--- src/rtl/ez8_loader_pkg.sv ---
// Shared types and constants for the byte-stream program loader.
// Address and data widths match the CPU's instruction-memory write port.
package ez8_loader_pkg;

  localparam int IADDR_W = 12;
  localparam int IDATA_W = 16;

  localparam logic [15:0] MAX_WORDS         = 16'd4096;
  localparam logic [7:0]  SYNC_BYTE_DEFAULT = 8'hA5;

  typedef enum logic [3:0] {
    IDLE,
    CNT_HI,
    CNT_LO,
    DATA_HI,
    DATA_LO,
    WRITE,
    CHECK,
    RESTART,
    ERR
  } loader_state_e;

  function automatic logic count_legal(input logic [15:0] n);
    return (n != 16'd0) && (n <= MAX_WORDS);
  endfunction

endpackage

--- src/rtl/loader_timeout.sv ---
// Inter-byte watchdog: reloads on clear, counts down while enabled and
// reports expiry once the full budget of idle clocks has elapsed.
module loader_timeout #(
  parameter int unsigned TIMEOUT_CYCLES = 50000
) (
  input  logic clk,
  input  logic reset,
  input  logic clear,
  input  logic enable,
  output logic expired
);

  localparam int CNT_W = $clog2(TIMEOUT_CYCLES + 1);
  localparam logic [CNT_W-1:0] LOAD_VAL = CNT_W'(TIMEOUT_CYCLES);

  logic [CNT_W-1:0] count_q;
  logic [CNT_W-1:0] count_d;

  always_comb begin
    count_d = count_q;
    if (clear) begin
      count_d = LOAD_VAL;
    end else if (enable && (count_q != '0)) begin
      count_d = count_q - CNT_W'(1);
    end
  end

  always_ff @(posedge clk or negedge reset) begin
    if (!reset) begin
      count_q <= LOAD_VAL;
    end else begin
      count_q <= count_d;
    end
  end

  assign expired = (count_q == '0);

endmodule

--- src/rtl/instr_loader.sv ---
// Framed byte-stream loader: assembles big-endian words into instruction
// memory while the CPU is paused, verifies a checksum, then restarts the CPU.
module instr_loader
  import ez8_loader_pkg::*;
#(
  parameter logic [7:0]  SYNC_BYTE      = SYNC_BYTE_DEFAULT,
  parameter int unsigned TIMEOUT_CYCLES = 50000,
  parameter int unsigned RESET_CYCLES   = 4
) (
  input  logic               clk,
  input  logic               reset,
  input  logic [7:0]         rx_data,
  input  logic               rx_valid,
  output logic               rx_ready,
  output logic [IADDR_W-1:0] instr_writeaddr,
  output logic [IDATA_W-1:0] instr_writedata,
  output logic               instr_write_en,
  output logic               cpu_pause,
  output logic               cpu_reset,
  output logic               busy,
  output logic               done,
  output logic               error
);

  localparam int RC_W = (RESET_CYCLES > 1) ? $clog2(RESET_CYCLES) : 1;
  localparam logic [RC_W-1:0] RC_LAST = RC_W'(RESET_CYCLES - 1);

  loader_state_e      state_q, state_d;
  logic [IADDR_W-1:0] addr_q, addr_d;
  logic [IDATA_W-1:0] data_q, data_d;
  logic [IADDR_W:0]   remaining_q, remaining_d;
  logic [7:0]         sum_q, sum_d;
  logic [7:0]         cnt_hi_q, cnt_hi_d;
  logic [RC_W-1:0]    rst_cnt_q, rst_cnt_d;
  logic               rx_ready_q, rx_ready_d;
  logic               we_q, we_d;
  logic               pause_q, pause_d;
  logic               cpu_reset_q, cpu_reset_d;
  logic               busy_q, busy_d;
  logic               done_q, done_d;
  logic               error_q, error_d;

  logic        accept;
  logic        is_sync;
  logic        timer_enable;
  logic        timed_out;
  logic [15:0] count_n;

  assign accept       = rx_valid && rx_ready_q;
  assign is_sync      = (rx_data == SYNC_BYTE);
  assign count_n      = {cnt_hi_q, rx_data};
  assign timer_enable = (state_q != IDLE) && (state_q != RESTART) && (state_q != ERR);

  loader_timeout #(
    .TIMEOUT_CYCLES(TIMEOUT_CYCLES)
  ) u_timeout (
    .clk    (clk),
    .reset  (reset),
    .clear  (accept),
    .enable (timer_enable),
    .expired(timed_out)
  );

  // An accepted byte is always handled before the timeout, so a byte that
  // lands on the expiry cycle keeps the frame alive.
  always_comb begin
    state_d     = state_q;
    addr_d      = addr_q;
    data_d      = data_q;
    remaining_d = remaining_q;
    sum_d       = sum_q;
    cnt_hi_d    = cnt_hi_q;
    rst_cnt_d   = rst_cnt_q;
    pause_d     = pause_q;
    busy_d      = busy_q;
    error_d     = error_q;
    we_d        = 1'b0;
    done_d      = 1'b0;

    case (state_q)
      IDLE, ERR: begin
        if (accept && is_sync) begin
          sum_d   = 8'd0;
          addr_d  = '0;
          error_d = 1'b0;
          pause_d = 1'b1;
          busy_d  = 1'b1;
          state_d = CNT_HI;
        end
      end
      CNT_HI: begin
        if (accept) begin
          cnt_hi_d = rx_data;
          sum_d    = sum_q + rx_data;
          state_d  = CNT_LO;
        end else if (timed_out) begin
          state_d = ERR;
        end
      end
      CNT_LO: begin
        if (accept) begin
          sum_d       = sum_q + rx_data;
          remaining_d = count_n[IADDR_W:0];
          state_d     = count_legal(count_n) ? DATA_HI : ERR;
        end else if (timed_out) begin
          state_d = ERR;
        end
      end
      DATA_HI: begin
        if (accept) begin
          data_d[15:8] = rx_data;
          sum_d        = sum_q + rx_data;
          state_d      = DATA_LO;
        end else if (timed_out) begin
          state_d = ERR;
        end
      end
      DATA_LO: begin
        if (accept) begin
          data_d[7:0] = rx_data;
          sum_d       = sum_q + rx_data;
          we_d        = 1'b1;
          state_d     = WRITE;
        end else if (timed_out) begin
          state_d = ERR;
        end
      end
      WRITE: begin
        addr_d      = addr_q + IADDR_W'(1);
        remaining_d = remaining_q - (IADDR_W + 1)'(1);
        state_d     = (remaining_q == (IADDR_W + 1)'(1)) ? CHECK : DATA_HI;
      end
      CHECK: begin
        if (accept) begin
          rst_cnt_d = '0;
          state_d   = (rx_data == sum_q) ? RESTART : ERR;
        end else if (timed_out) begin
          state_d = ERR;
        end
      end
      RESTART: begin
        if (rst_cnt_q == RC_LAST) begin
          pause_d = 1'b0;
          busy_d  = 1'b0;
          done_d  = 1'b1;
          state_d = IDLE;
        end else begin
          rst_cnt_d = rst_cnt_q + RC_W'(1);
        end
      end
      default: state_d = IDLE;
    endcase

    // Memory may already be partly overwritten, so the CPU stays paused in ERR.
    if (state_d == ERR) begin
      error_d = 1'b1;
      busy_d  = 1'b0;
    end

    rx_ready_d  = (state_d != WRITE) && (state_d != RESTART);
    cpu_reset_d = (state_d == RESTART);
  end

  always_ff @(posedge clk or negedge reset) begin
    if (!reset) begin
      state_q     <= IDLE;
      addr_q      <= '0;
      data_q      <= '0;
      remaining_q <= '0;
      sum_q       <= 8'd0;
      cnt_hi_q    <= 8'd0;
      rst_cnt_q   <= '0;
      rx_ready_q  <= 1'b1;
      we_q        <= 1'b0;
      pause_q     <= 1'b0;
      cpu_reset_q <= 1'b0;
      busy_q      <= 1'b0;
      done_q      <= 1'b0;
      error_q     <= 1'b0;
    end else begin
      state_q     <= state_d;
      addr_q      <= addr_d;
      data_q      <= data_d;
      remaining_q <= remaining_d;
      sum_q       <= sum_d;
      cnt_hi_q    <= cnt_hi_d;
      rst_cnt_q   <= rst_cnt_d;
      rx_ready_q  <= rx_ready_d;
      we_q        <= we_d;
      pause_q     <= pause_d;
      cpu_reset_q <= cpu_reset_d;
      busy_q      <= busy_d;
      done_q      <= done_d;
      error_q     <= error_d;
    end
  end

  assign rx_ready        = rx_ready_q;
  assign instr_writeaddr = addr_q;
  assign instr_writedata = data_q;
  assign instr_write_en  = we_q;
  assign cpu_pause       = pause_q;
  assign cpu_reset       = cpu_reset_q;
  assign busy            = busy_q;
  assign done            = done_q;
  assign error           = error_q;

endmodule
--- config.mk ---
export PLATFORM = sky130hd
export DESIGN_NAME = instr_loader
export DESIGN_NICKNAME = d
export VERILOG_FILES = /design/src/rtl/ez8_loader_pkg.sv /design/src/rtl/loader_timeout.sv /design/src/rtl/instr_loader.sv
export SDC_FILE = /design/constraint.sdc
export NUM_CORES = 1
export LEC_CHECK = 0
export BUFFER_PORTS_ARGS = -buffer_cell sky130_fd_sc_hd__buf_4
export CAP_MARGIN = 40
export CELL_PAD_IN_SITES_DETAIL_PLACEMENT = 0
export CELL_PAD_IN_SITES_GLOBAL_PLACEMENT = 1
export CORE_UTILIZATION = 35
export DETAILED_ROUTE_END_ITERATION = 6
export PLACE_DENSITY = 0.65
export SKIP_LAST_GASP = 1
export SLEW_MARGIN = 15
export SYNTH_ARGS = -nofsm -noshare
export SYNTH_HDL_FRONTEND = slang
export SYNTH_HIERARCHICAL = 1
export SYNTH_SLANG_ARGS = --single-unit
--- constraint.sdc ---
create_clock -name clk -period 5.7 [get_ports clk]
set_clock_uncertainty 0.05 [all_clocks]
set_input_delay 0 -clock clk [delete_from_list [all_inputs] [get_ports clk]]
set_output_delay 0 -clock clk [all_outputs]
set_load 0.01 [all_outputs]
# After elaboration in Yosys (flattened, before gate mapping)
# Cells that the tools add are included.
dict set report totals {
  ff_bits 86
  inputBits 11
  out_inout_bits 35
  elab_cells 116
}
dict set report classes {
  add_sub_neg 5
  n_lt_le_gt_ge 1
  eq_ne 26
  n_mux 35
  reduce_logical 33
}
# cell n
set ops {}
lappend ops {{$mux W4} 10}
lappend ops {{$mux W16} 2}
lappend ops {{$pmux W4 S8} 1}
lappend ops {{$reduce_bool A16 Y1} 2}
lappend ops {{$pmux W13 S2} 1}
lappend ops {{$pmux W12 S2} 1}
lappend ops {{$eq A4 B3 Y1 const B} 5}
lappend ops {{$le A16 B13 Y1 const B} 1}
lappend ops {{$logic_not A16 Y1} 1}
lappend ops {{$mux W8} 2}
lappend ops {{$pmux W8 S2} 1}
lappend ops {{$reduce_bool A2 Y1} 8}
lappend ops {{$sub A16 B1 Y16 const B} 1}
lappend ops {{$eq A13 B1 Y1 const B} 1}
lappend ops {{$mux W13} 1}
lappend ops {{$sub A13 B1 Y13 const B} 1}
lappend ops {{$add A12 B1 Y12 const B} 1}
lappend ops {{$mux W12} 1}
lappend ops {{$ne A4 B3 Y1 const B} 3}
lappend ops {{$reduce_and A2 Y1} 6}
lappend ops {{$reduce_and A3 Y1} 4}
lappend ops {{$mux W1} 10}
lappend ops {{$ne A2 B2 Y1 const B} 5}
lappend ops {{$add A8 B8 Y8} 1}
lappend ops {{other kinds (20)} 30}

# Logic depth before layout (Yosys ltp)
dict set report depth {
  ltp_word 8
  mapped_depth 10
}

# Hierarchy
# The synthesis kept the hierarchy.
# mod instances cells_per_inst area_per_inst_um2 seq_area_each_um2
set by_module_without_submodules {}
lappend by_module_without_submodules {instr_loader 1 337 3573.4 1752.9}
lappend by_module_without_submodules {loader_timeout 1 97 949.7 407.9}

# Worst setup path after synthesis
# No wires, ideal clock.
dict set report synth_timing {
  kind {register -> register}
  from {reg state_q[2]}
  to {reg u_timeout.count_q[12]}
  setup_time_ns 0.078
  t_arrival_ns 2.385
  slack_ns 3.187
  stages_incl_launch_ff 11
  path_buffers 3
  period_less_slack_ns 2.513
  path_cell_list {dfrtp_1 buf_2 nand2b_1 nor2_1 nor2_1 clkbuf_1 inv_1 or4_1 clkbuf_1 or4_1 a21oi_1}
}
dict set report synth_via {
  elab_chain_len 5
}
# element line
set synth_lines {}
lappend synth_lines {{from (decl)} instr_loader.sv:28} ;# loader_state_e state_q, state_d;
lappend synth_lines {{from (signal assigned)} instr_loader.sv:181} ;# state_q <= state_d;
lappend synth_lines {{$ne A4 B3 Y1 or $reduce_bool A4 Y1 (tied branches)} instr_loader.sv:52} ;# assign timer_enable = (state_q != IDLE) && (state_q != RESTART) && (state_q != ERR);
lappend synth_lines {{$logic_and A1 B1 Y1} instr_loader.sv:52}
lappend synth_lines {{$logic_and A1 B1 Y1 *} instr_loader.sv:52}
lappend synth_lines {{net timer_enable} instr_loader.sv:45} ;# logic timer_enable;
lappend synth_lines {{$logic_and A1 B1 Y1 *} loader_timeout.sv:23} ;# end else if (enable && (count_q != '0)) begin
lappend synth_lines {{$reduce_bool A2 Y1 (no source line) *} -}
lappend synth_lines {{to (signal assigned)} loader_timeout.sv:32} ;# count_q <= count_d;
lappend synth_lines {{to (decl)} loader_timeout.sv:16} ;# logic [CNT_W-1:0] count_q;
# The timed path passes the listed nets; every way through them passes the cells marked *.
# A chain may end at the register's enable or synchronous reset.

# Worst setup path in the final report
dict set report layout_timing {
  from {reg state_q[3]}
  to {reg u_timeout.count_q[14]}
}
# Same word-level chain as after synthesis.

==> metrics.md <==
| Metric | Value |
|---|---|
| Critical path required time | `5.92 ns` |
| Synth top area share | `0.4371` |
| Synthesis warning total | `6` |
| First-pass GRT wire length | `17.56 mm` |
| Setup TNS | `0 ns` |
| Cell area after synthesis | `0.004523 mm2` |
| Routability cong. | `0.7862` |
| # setup viols final | `0` |
| IO buf count | `45` |
| Max H-tree Level | `3` |
| Die W | `115.7 um` |
| Final Max Tran Viols | `0` |
| Vias in the first global route | `roughly 3,500` |
| Routed vias/inst | `between 5 and 6` |
| Floorplan Core Area | `between 0.01 and 0.015 mm2` |
| 1st-iter DRT viols | `between 150 and 200` |
| DP HPWL | `7.267 mm` |
| # IOs | `46` |
| Nets | `slightly above 500` |
| Clock sink total | `86` |
| Number of synthesized flops with an enable pin | `0` |
| Antenna cells | `0` |
| Worst-Skew Late Latency | `0.35 ns` |
| Clock Tree Buf Depth | `2` |
| Gr ovfl total | `0` |
| Post-synth top area cell | `dfrtp_1` |
| Post-Route WL | `about 11 mm` |
| TritonCTS clock tree | `yes` |
| Largest net degree at the start of global routing | `59` |
| Final Util | `0.4283` |
| Max cap viols | `0` |
| Initial antenna violation count | `0` |
| Final worst-path cycle share | `0.5251` |
| Number of library cell types mapped by synthesis | `61` |
| Share of layout cells above drive strength 1 | `0.2188` |
| P per Cell Area | `440.5 mW/mm2` |
| Synthesized flop and latch total | `86` |
| RSZ-0062 raised after global routing | `no` |
| Top post-synthesis cells by area | `dfrtp_1, mux2_2, dfstp_2, ha_1, o21ai_0` |
| Cts repair resizes | `0` |
| Fill count | `1,265` |
| Die height | `115.7 um` |
| Drt drc | `0` |
| Reg clk slew, reported paths | `approximately 0.060 ns` |
| Ys flop type | `dfrtp_1` |
| Startpoint types | `register` |
| Mapped Cells | `434` |
| Synth Net Count | `approximately 460` |
| Die Area | `between 0.01 and 0.015 mm2` |
| Fmax | `0.3341 GHz` |
| Initial core utilization | `0.3584` |
| Row cnt | `41` |
| Vias | `3,610` |
| Async SR Flop Fraction | `1.000` |
| Final hold violation count | `0` |
| Slew HR | `0.3707` |
| Syn avg cell area | `10.42 um2` |
| Post-CTS Setup Bufs | `0` |
| Avg WL per Cell | `16.04 um` |
| Root buffer cell | `clkbuf_16` |
| CP Max Fanout | `13` |
| Area growth syn-to-layout | `19.50%` |
| CP Class | `reg2reg` |
| Total CTS buffers | `9` |
| Min cycle time layout | `around 3 ns` |
| Hold Path Class | `in2async` |
| Status | `completed` |
| Global Route Usage Sum | `0.1722` |
| VDD IR-drop max | `0.1610 mV` |
| CP endpoint kind | `register` |
| Register area share after synthesis | `0.4777` |
| Router iterations before antenna repair | `4` |
| Leak pwr | `2.265 nW` |
| Worst Tran Pin Value | `0.9318 ns` |
| Post-route ant nets | `0` |
| Worst EP arrival | `~3.2 ns` |
## critical path: stages (launching register included)
cell and delay, ns:
dfrtp_1 0.62, nand2b_1 0.32, nor2_1 0.09, nor2_1 0.40, inv_1 0.16, or4_1 0.64, nor4b_1 0.37, mux2i_1 0.25
## where the power goes
part | switching (mW) | internal (mW) | leakage, nW | total [mW]
clock | 0.235 | 0.365 | 0.144 | 0.600
sequential | 0.179 | 0.809 | 1.06 | 0.988
combinational | 0.398 | 0.395 | 1.07 | 0.793
total | 0.812 | 1.57 | 2.26 | 2.38
## final timing paths
| check | cells past startpoint | slack (ns) | endpoint | start |
|---|---|---|---|---|
| worst max register to register | 7 | 2.71 | u_timeout/count_q[14]$_DFFE_PN1P_ | state_q[3]$_DFF_PN0_ |
| min in group clk | 4 | 0.42 | remaining_q[6]$_DFFE_PN0P_ | rx_data[6] |
| worst min-delay path | 2 | 0.07 | instr_writeaddr[11]$_DFFE_PN0P_ | reset |
| max in group asynchronous | 3 | 4.45 | sum_q[3]$_DFFE_PN0P_ | reset |
| worst min register to register | 1 | 0.43 | instr_writeaddr[11]$_DFFE_PN0P_ | instr_writeaddr[11]$_DFFE_PN0P_ |
| worst max-delay path | 7 | 2.71 | u_timeout/count_q[14]$_DFFE_PN1P_ | state_q[3]$_DFF_PN0_ |
## state kept, by name, summed over array words and instances, names as in the netlist
signal and count:
rx_ready 1, instr_writedata 16, cpu_pause 1, instr_writeaddr 12
cpu_reset 1, rst_cnt_q 2, instr_write_en 1, cnt_hi_q 8
state_q 4, error 1, busy 1, done 1
u_timeout/count_q 16, sum_q 8, remaining_q 13
## synthesized netlist by cell type (3+ instances only)
cell	n
nand3_1	19
buf_2	7
nor4_2	4
nor4_1	14
clkbuf_1	9
dfstp_2	7
nand2b_1	3
or4_1	13
a21oi_1	20
inv_1	12
nor2_1	29
nor2b_1	5
mux2i_1	6
a211oi_1	6
o31ai_1	6
and3_1	3
nor3b_1	3
o21ai_0	25
nand2_1	25
mux2_2	24
nor3_1	12
nand4_1	9
ha_1	12
o21ai_1	4
or3_1	7
a31oi_1	4
a22o_1	7
dfrtp_1	79
o311ai_0	3
o211ai_1	6
a311oi_1	4
xnor2_1	5
a21o_1	3
## through the flow
stage               hold WS (ns)  total power, mW  instance area (um2)  cells  worst slack (ns)
floorplan                -0.3456            1.509                 4523    434             3.187
global placement        -0.08855            1.767                 5017    636             2.841
detailed placement      -0.09080            1.787                 5017    636             2.723
CTS                      0.08177            2.408                 5405    661             2.705
global route              0.1073            2.550                 5405    661             2.404
finish                   0.06746            2.381                 5405    661             2.707
## routing by layer
metal,vias to the layer above,share of wire,wire (um),GRT usage
met5,-,0,0,0
li1,1754,-,-,-
met3,11,0.035,375,0.04184
met1,1787,0.49,5213,0.2329
met2,58,0.46,4849,0.2667
met4,0,0.016,167,0.06667
## what timing repair did
item,4_1_cts,5_1_grt
hold buffers,9,0
endpoints found under the setup margin,0,0
hold endpoints to repair,59,0
## final cells by class
type                            count  area (um2)  share of cell area
Clock buffer                       15       267.8             0.04954
Clock inverter                      1       30.03            0.005556
Inverter                           12       45.04            0.008333
Multi-Input combinational cell    316        2221              0.4109
Sequential cell                    86        2161              0.3998
Tap cell                          172       215.2             0.03981
Timing Repair Buffer               59       465.4             0.08611
## layout by cell type (no fill, tap or decap), types with 13 or more instances in the layout
master / n
nor4_1: 14
a21oi_1: 20
or4_1: 13
nand2_1: 25
o21ai_0: 25
mux2_2: 24
nor2_1: 29
buf_4: 50
dfrtp_1: 79
nand3_1: 19
## cell families (layout without fill, tap and decap cells)
kind of cell / after synthesis / in the layout / synth area share
AO/OA/AOI/OAI: 100 / 100 / 0.1458
XOR/XNOR: 6 / 6 / 0.01162
flip-flops: 86 / 86 / 0.4777
buffers and inverters: 32 / 87 / 0.03264
adder cells (fa/ha/maj): 13 / 13 / 0.03762
multiplexers: 31 / 31 / 0.07552
AND/OR/NAND/NOR: 166 / 166 / 0.2191
(Power assumes the default switching activity.)
